`src/rtl/tag_resolver.sv`:
```
// -----------------------------------------------------------------------------
// tag_resolver
//
// Reads the per-row compare result of the associative array and folds it
// into a tag register T. The fold is a load, an AND or an OR. After each fold
// it counts the set tags one row per cycle. It then hands out the matching row
// addresses, lowest first, one address per request.
//
// Ports
//   clk          rising-edge clock
//   rstIn        asynchronous, active-low reset
//   tag_row      per-row match vector from the array (DATA_DEPTH bits)
//   cmp_valid    one-cycle strobe: tag_row is valid this cycle
//   acc_mode     00 load, 01 AND, 10 OR, 11 hold (strobe ignored)
//   clr_tags     synchronous clear of T; beats cmp_valid, aborts everything
//   next_req     pop the responder currently shown on match_addr
//   match_valid  match_addr holds a valid responder (READY state)
//   match_addr   index of the lowest set tag; drives the array row address
//   match_cnt    responders remaining (counts up while scanning)
//   any_match    match_cnt != 0
//   busy         high while the bit-serial count runs
//   done         one-cycle pulse when the tag set is exhausted
//   state_dbg    current FSM state (0 idle, 1 count, 2 ready)
//
// Handshake: a pop is taken on a rising edge where match_valid and next_req
// are both high. The consumer may hold next_req high to pop on consecutive
// cycles. next_req is ignored while match_valid is low. A new accumulate
// strobe or clr_tags in the same cycle discards the pop.
// -----------------------------------------------------------------------------
module tag_resolver #(
   parameter int DATA_DEPTH     = 16,
   // Must satisfy 2**ADDR_WIDTH_CAM > DATA_DEPTH so that the full count fits.
   parameter int ADDR_WIDTH_CAM = 8
) (
   input  logic                      clk,
   input  logic                      rstIn,
   input  logic [DATA_DEPTH-1:0]     tag_row,
   input  logic                      cmp_valid,
   input  logic [1:0]                acc_mode,
   input  logic                      clr_tags,
   input  logic                      next_req,
   output logic                      match_valid,
   output logic [ADDR_WIDTH_CAM-1:0] match_addr,
   output logic [ADDR_WIDTH_CAM-1:0] match_cnt,
   output logic                      any_match,
   output logic                      busy,
   output logic                      done,
   output logic [1:0]                state_dbg
);

   typedef enum logic [1:0] {
      S_IDLE  = 2'd0,
      S_COUNT = 2'd1,
      S_READY = 2'd2
   } state_t;

   localparam logic [ADDR_WIDTH_CAM-1:0] LAST_IDX = ADDR_WIDTH_CAM'(DATA_DEPTH - 1);
   localparam logic [ADDR_WIDTH_CAM-1:0] ONE      = ADDR_WIDTH_CAM'(1);

   state_t                    state_q, state_d;
   logic [DATA_DEPTH-1:0]     t_q, t_d;
   logic [ADDR_WIDTH_CAM-1:0] idx_q, idx_d;
   logic [ADDR_WIDTH_CAM-1:0] cnt_q, cnt_d;
   logic [ADDR_WIDTH_CAM-1:0] addr_q, addr_d;
   logic                      done_q, done_d;

   // Priority encoder: the index of the lowest set bit (0 when none is set).
   function automatic logic [ADDR_WIDTH_CAM-1:0] lowest_set(input logic [DATA_DEPTH-1:0] v);
      logic [ADDR_WIDTH_CAM-1:0] r;
      r = '0;
      for (int i = DATA_DEPTH - 1; i >= 0; i--) begin
         if (v[i]) r = ADDR_WIDTH_CAM'(i);
      end
      return r;
   endfunction

   logic                      acc_fire;
   logic [DATA_DEPTH-1:0]     acc_t;
   logic [DATA_DEPTH-1:0]     scan_vec;
   logic [ADDR_WIDTH_CAM-1:0] cnt_inc;
   logic [DATA_DEPTH-1:0]     popped_t;

   // Hold mode (11) ignores the strobe, so the current activity is not restarted.
   assign acc_fire = cmp_valid && (acc_mode != 2'b11);

   always_comb begin
      acc_t = t_q;
      case (acc_mode)
         2'b00:   acc_t = tag_row;
         2'b01:   acc_t = t_q & tag_row;
         2'b10:   acc_t = t_q | tag_row;
         default: acc_t = t_q;
      endcase
   end

   // Bit-serial scan: shift T so that the bit under examination lands at bit 0.
   // This avoids an index wider than the vector needs.
   assign scan_vec = t_q >> idx_q;
   assign cnt_inc  = cnt_q + ADDR_WIDTH_CAM'(scan_vec[0]);

   // T with the responder currently shown removed.
   assign popped_t = t_q & ~(DATA_DEPTH'(1) << addr_q);

   always_comb begin
      state_d = state_q;
      t_d     = t_q;
      idx_d   = idx_q;
      cnt_d   = cnt_q;
      addr_d  = addr_q;
      done_d  = 1'b0;

      if (clr_tags) begin
         // The clear overrides any strobe or pop in the same cycle.
         // It does not pulse done.
         t_d     = '0;
         idx_d   = '0;
         cnt_d   = '0;
         state_d = S_IDLE;
      end else if (acc_fire) begin
         // A strobe from any state restarts the count.
         // A pop in the same cycle is discarded, so the fold uses the un-popped T.
         t_d     = acc_t;
         idx_d   = '0;
         cnt_d   = '0;
         state_d = S_COUNT;
      end else begin
         case (state_q)
            S_IDLE: begin
               // Wait for an accumulate strobe.
               // match_cnt, any_match and match_addr hold their values.
            end
            S_COUNT: begin
               cnt_d = cnt_inc;
               idx_d = idx_q + ONE;
               if (idx_q == LAST_IDX) begin
                  idx_d = '0;
                  if (cnt_inc != '0) begin
                     state_d = S_READY;
                     addr_d  = lowest_set(t_q);
                  end else begin
                     state_d = S_IDLE;
                     done_d  = 1'b1;
                  end
               end
            end
            S_READY: begin
               if (next_req) begin
                  t_d = popped_t;
                  if (cnt_q != '0) cnt_d = cnt_q - ONE;
                  if (popped_t == '0) begin
                     // The last responder is gone.
                     // match_addr keeps the address it last showed.
                     state_d = S_IDLE;
                     done_d  = 1'b1;
                  end else begin
                     addr_d = lowest_set(popped_t);
                  end
               end
            end
            default: state_d = S_IDLE;
         endcase
      end
   end

   always_ff @(posedge clk or negedge rstIn) begin
      if (!rstIn) begin
         state_q <= S_IDLE;
         t_q     <= '0;
         idx_q   <= '0;
         cnt_q   <= '0;
         addr_q  <= '0;
         done_q  <= 1'b0;
      end else begin
         state_q <= state_d;
         t_q     <= t_d;
         idx_q   <= idx_d;
         cnt_q   <= cnt_d;
         addr_q  <= addr_d;
         done_q  <= done_d;
      end
   end

   // Every output is taken straight from a flop.
   // An asynchronous reset therefore clears the outputs at once.
   assign match_valid = (state_q == S_READY);
   assign busy        = (state_q == S_COUNT);
   assign match_addr  = addr_q;
   assign match_cnt   = cnt_q;
   assign any_match   = (cnt_q != '0);
   assign done        = done_q;
   assign state_dbg   = state_q;

endmodule

```
`config.mk`:
```
export PLATFORM = sky130hd
export DESIGN_NAME = tag_resolver
export DESIGN_NICKNAME = d
export VERILOG_FILES = /design/src/rtl/tag_resolver.sv
export SDC_FILE = /design/constraint.sdc
export NUM_CORES = 1
export LEC_CHECK = 0
export CAP_MARGIN = 20
export CORE_MARGIN = 4
export CORE_UTILIZATION = 54
export DETAILED_ROUTE_END_ITERATION = 16
export PLACE_DENSITY = 0.78
export SYNTH_ARGS = -nofsm -noshare
export SYNTH_HDL_FRONTEND = slang
export SYNTH_SLANG_ARGS = --single-unit
```
`constraint.sdc`:
```
create_clock -name clk -period 8 [get_ports clk]
set_input_delay 1.6 -clock clk [delete_from_list [all_inputs] [get_ports clk]]
set_output_delay 1.6 -clock clk [all_outputs]
set_load 0.02 [all_outputs]
```
==> flow_metrics.py <==
metrics = {
    "timing": {
        "fin_crit_sh_pct": 49.7,
        "finalMaxSlewViolations": 0,
        "setup_ws_ns": 4.03,
        "skew_ns": 0.0137,
        "hold_violations": 0,
        "finalSetupViolCount": 0,
        "rsz0062_at_grt": "false",
        "relSlewSlack_pct": 39.3,
        "max_clock_freq_ghz": 0.252,
        "tns_ns": 0,
        "post-route-min-period_ns": 3.97,
        "worstMarginPinSlew_ns": 0.911,
        "hold-worst-slack_ns": 0.562,
    },
    "worst_setup_path": {
        "reg2reg_to": "match_addr[0]",
        "critical_path_class": "in -> reg",
        "crit_fanout": 15,
        "reg2reg_depth": 11,
        "worst_ep_arrival_time_ns": 4.16,
        "crit_chain": "clkdlybuf4s50_1, ha_1, nand2b_1, nor2b_1, a21oi_1, and2_1, a32o_1",
        "required_ns": 8.19,
        "start_kind": "input pin",
        "rrSetupSlack_ns": 4.16,
        "slowest_delay_ns": 0.68,
        "cp_top_family": "simple AND/OR/NAND/NOR gates",
        "cp_num_buf_inv": 1,
        "end_kind": "flop",
        "crit_path_top_delay_cell": "nor2b_1",
        "critical_path.reg2reg.startpoint": "idx_q[0]",
    },
    "synth": {
        "ys_warn_count": 0,
        "synth_edf_count": 0,
        "ys_seq_elements": 39,
        "netlist_top_cells_area": "dfrtp_1 30%, a21oi_1 8.6%, o21ai_0 4.7%, nor2_1 4.2%, ha_1 4.2%",
        "ys_seq_area_share_pct": 29.6,
        "synth_top_cells_by_count": "57 x a21oi_1, 39 x dfrtp_1, 37 x nor2_1, 31 x o21ai_0, 26 x nand2_1",
        "synth.largest_area_cell": "dfrtp_1",
        "synth_top_cell_area_share_pct": 29.6,
        "synth-async-reset-ratio_pct": 100,
        "yosys.cell_count.top_type": "a21oi_1",
        "synth_cells": 398,
        "syn_area_per_cell_um2": 8.30,
        "synth-main-ff-cell": "dfrtp_1",
        "netlist_area_um2": 3300,
        "synth_cell_types": 64,
    },
    "global_routing": {
        "grt.total_usage_pct": 25.5,
        "grt_pass1_vias": 3045,
        "grt_pass1_wl_um": 15300,
        "grt_max_degree": 40,
        "grt_overflow": 0,
        "antenna_found_initial": 0,
    },
    "cells_and_area": {
        "fin_nets": 454,
        "multiInputGateArea_um2": 2130,
        "utilization_pct": 63.7,
        "instances_no_fill": 496,
        "diodes": 0,
        "fill_cells": 504,
        "layout-drive-gt1-share_pct": 8.08,
        "seq_area_um2": 976,
        "area_delta_synth_final_pct": 14.3,
    },
    "die": {
        "initial_core_util_pct": 55.8,
        "coreArea_um2": 5920,
        "row_count": 28,
        "io_pins": 45,
        "die_y_um": 86.2,
        "dieArea_um2": 7430,
        "fp.dieW_um": 86.2,
    },
    "clock_tree": {
        "insertion_delay_ns": 0.30,
        "h-tree-depth": 2,
        "clkSlewWorstSetupHoldPaths_ns": 0.08,
        "cts.sinks": 39,
        "clock-root-buffer": "clkbuf_8",
        "cts-resized-gates": 0,
        "cts_tree": "done",
        "max-clock-path-buffers": 2,
        "cts_hold_buf": 0,
        "post_cts_buffers": 0,
        "numCtsBuffers": 5,
    },
    "drt": {
        "antenna_left": 0,
        "drtIter0Drc": 358,
        "drc": 0,
        "drtPass1Iterations": 5,
        "vias": 3264,
        "drt_wl_total_um": 9250,
        "wire_per_inst_um": 18.7,
        "vias_per_cell": 6.58,
    },
    "power_and_ir_drop": {
        "vdd.ir_drop.worst_mv": 0.150,
        "power_leakage_uw": 0.00153,
        "power_density_nw_per_um2": 205,
    },
    "hold_path": {
        "min_delay_path_depth": 1,
        "hold_class": "reg -> reg",
        "min_from": "idx_q[3]",
        "hold_end": "idx_q[3]",
    },
    "placement": {
        "portBuffers": 40,
        "hpwl_um": 6720,
        "placed_cells": 487,
        "gp_congestion": 0.942,
        "dp_slack_ns": 3.23,
    },
    "status": {
        "outcome": "finished clean",
    },
    "flow_run": {
        "cap_viol_max_count": 0,
    },
}
-- cell families after synthesis --
logic type | synth area share [%]
buffers and inverters | 6.25
xor gates and xnor gates | 2.12
adders and majority gates | 4.17
muxes | 8.53
and+or+nand+nor | 21.1
AOI/OAI and AO/OA | 28.2
DFF | 29.6
other | 0.114
-- worst max-delay path by stage --
stage,slack [ns],endpoint,startpoint,cells past startpoint
floorplan,4.39,match_addr[0],idx_q[0],12
global placement,3.35,t_q[5],acc_mode[0],8
detailed placement,3.23,t_q[8],acc_mode[0],8
CTS,3.53,t_q[10],acc_mode[0],8
global route,3.90,t_q[9],acc_mode[1],8
finish,4.03,t_q[14],acc_mode[1],7
-- where the power goes --
part | total [uW] | internal, uW | switching [uW] | leakage, uW
registers | 285 | 217 | 68.8 | 0.000528
logic | 309 | 138 | 171 | 0.000941
clock network | 178 | 101 | 76.6 | 0.0000612
total | 772 | 456 | 317 | 0.00153
-- worst reg2reg max path: stages (launching register included) --
cell	delay, ns
dfrtp_1	0.56
mux4_2	0.55
mux4_2	0.49
and2_1	0.21
ha_1	0.24
ha_1	0.26
and2_1	0.18
a21oi_1	0.15
o32ai_1	0.11
and4_1	0.24
a221o_2	0.42
mux2_4	0.33
-- cell usage in the layout (no fill, tap or decap), types with 9 or more instances in the layout --
cell type / instances
nand2b_1: 14
o21ai_0: 31
nand3_1: 9
clkdlybuf4s50_1: 39
nor2_1: 37
and3_1: 9
nand2_1: 26
dfrtp_1: 39
inv_1: 12
ha_1: 11
a21oi_1: 57
-- layout make-up --
cell class / count / share of cell area (%)
Sequential cell: 39 / 25.9
Clock inverter: 2 / 0.928
Multi-Input combinational cell: 320 / 56.5
Inverter: 12 / 1.19
Clock buffer: 6 / 2.19
Timing Repair Buffer: 42 / 10.9
Tap cell: 75 / 2.49
-- registers in the layout, summed over array words and instances, names as in the netlist --
register / cells
idx_q: 8
state_dbg: 2
match_cnt: 8
match_addr: 4
t_q: 16
done: 1
-- metrics by stage --
step / total power (uW) / cell area [um2]
floorplan: 501 / 3310
global placement: 580 / 3650
detailed placement: 588 / 3650
CTS: 764 / 3770
global route: 810 / 3770
finish: 772 / 3770
-- metal layers --
layer,part of all wire (%),vias up,wire [um],global-route usage [%]
met2,45,155,4200,39.4
li1,-,1505,-,-
met5,0,-,0,0
met4,2.8,0,263,8.92
met1,44,1574,4080,36.4
met3,7.7,30,708,3.71
Power figures use the tool's default switching activity.
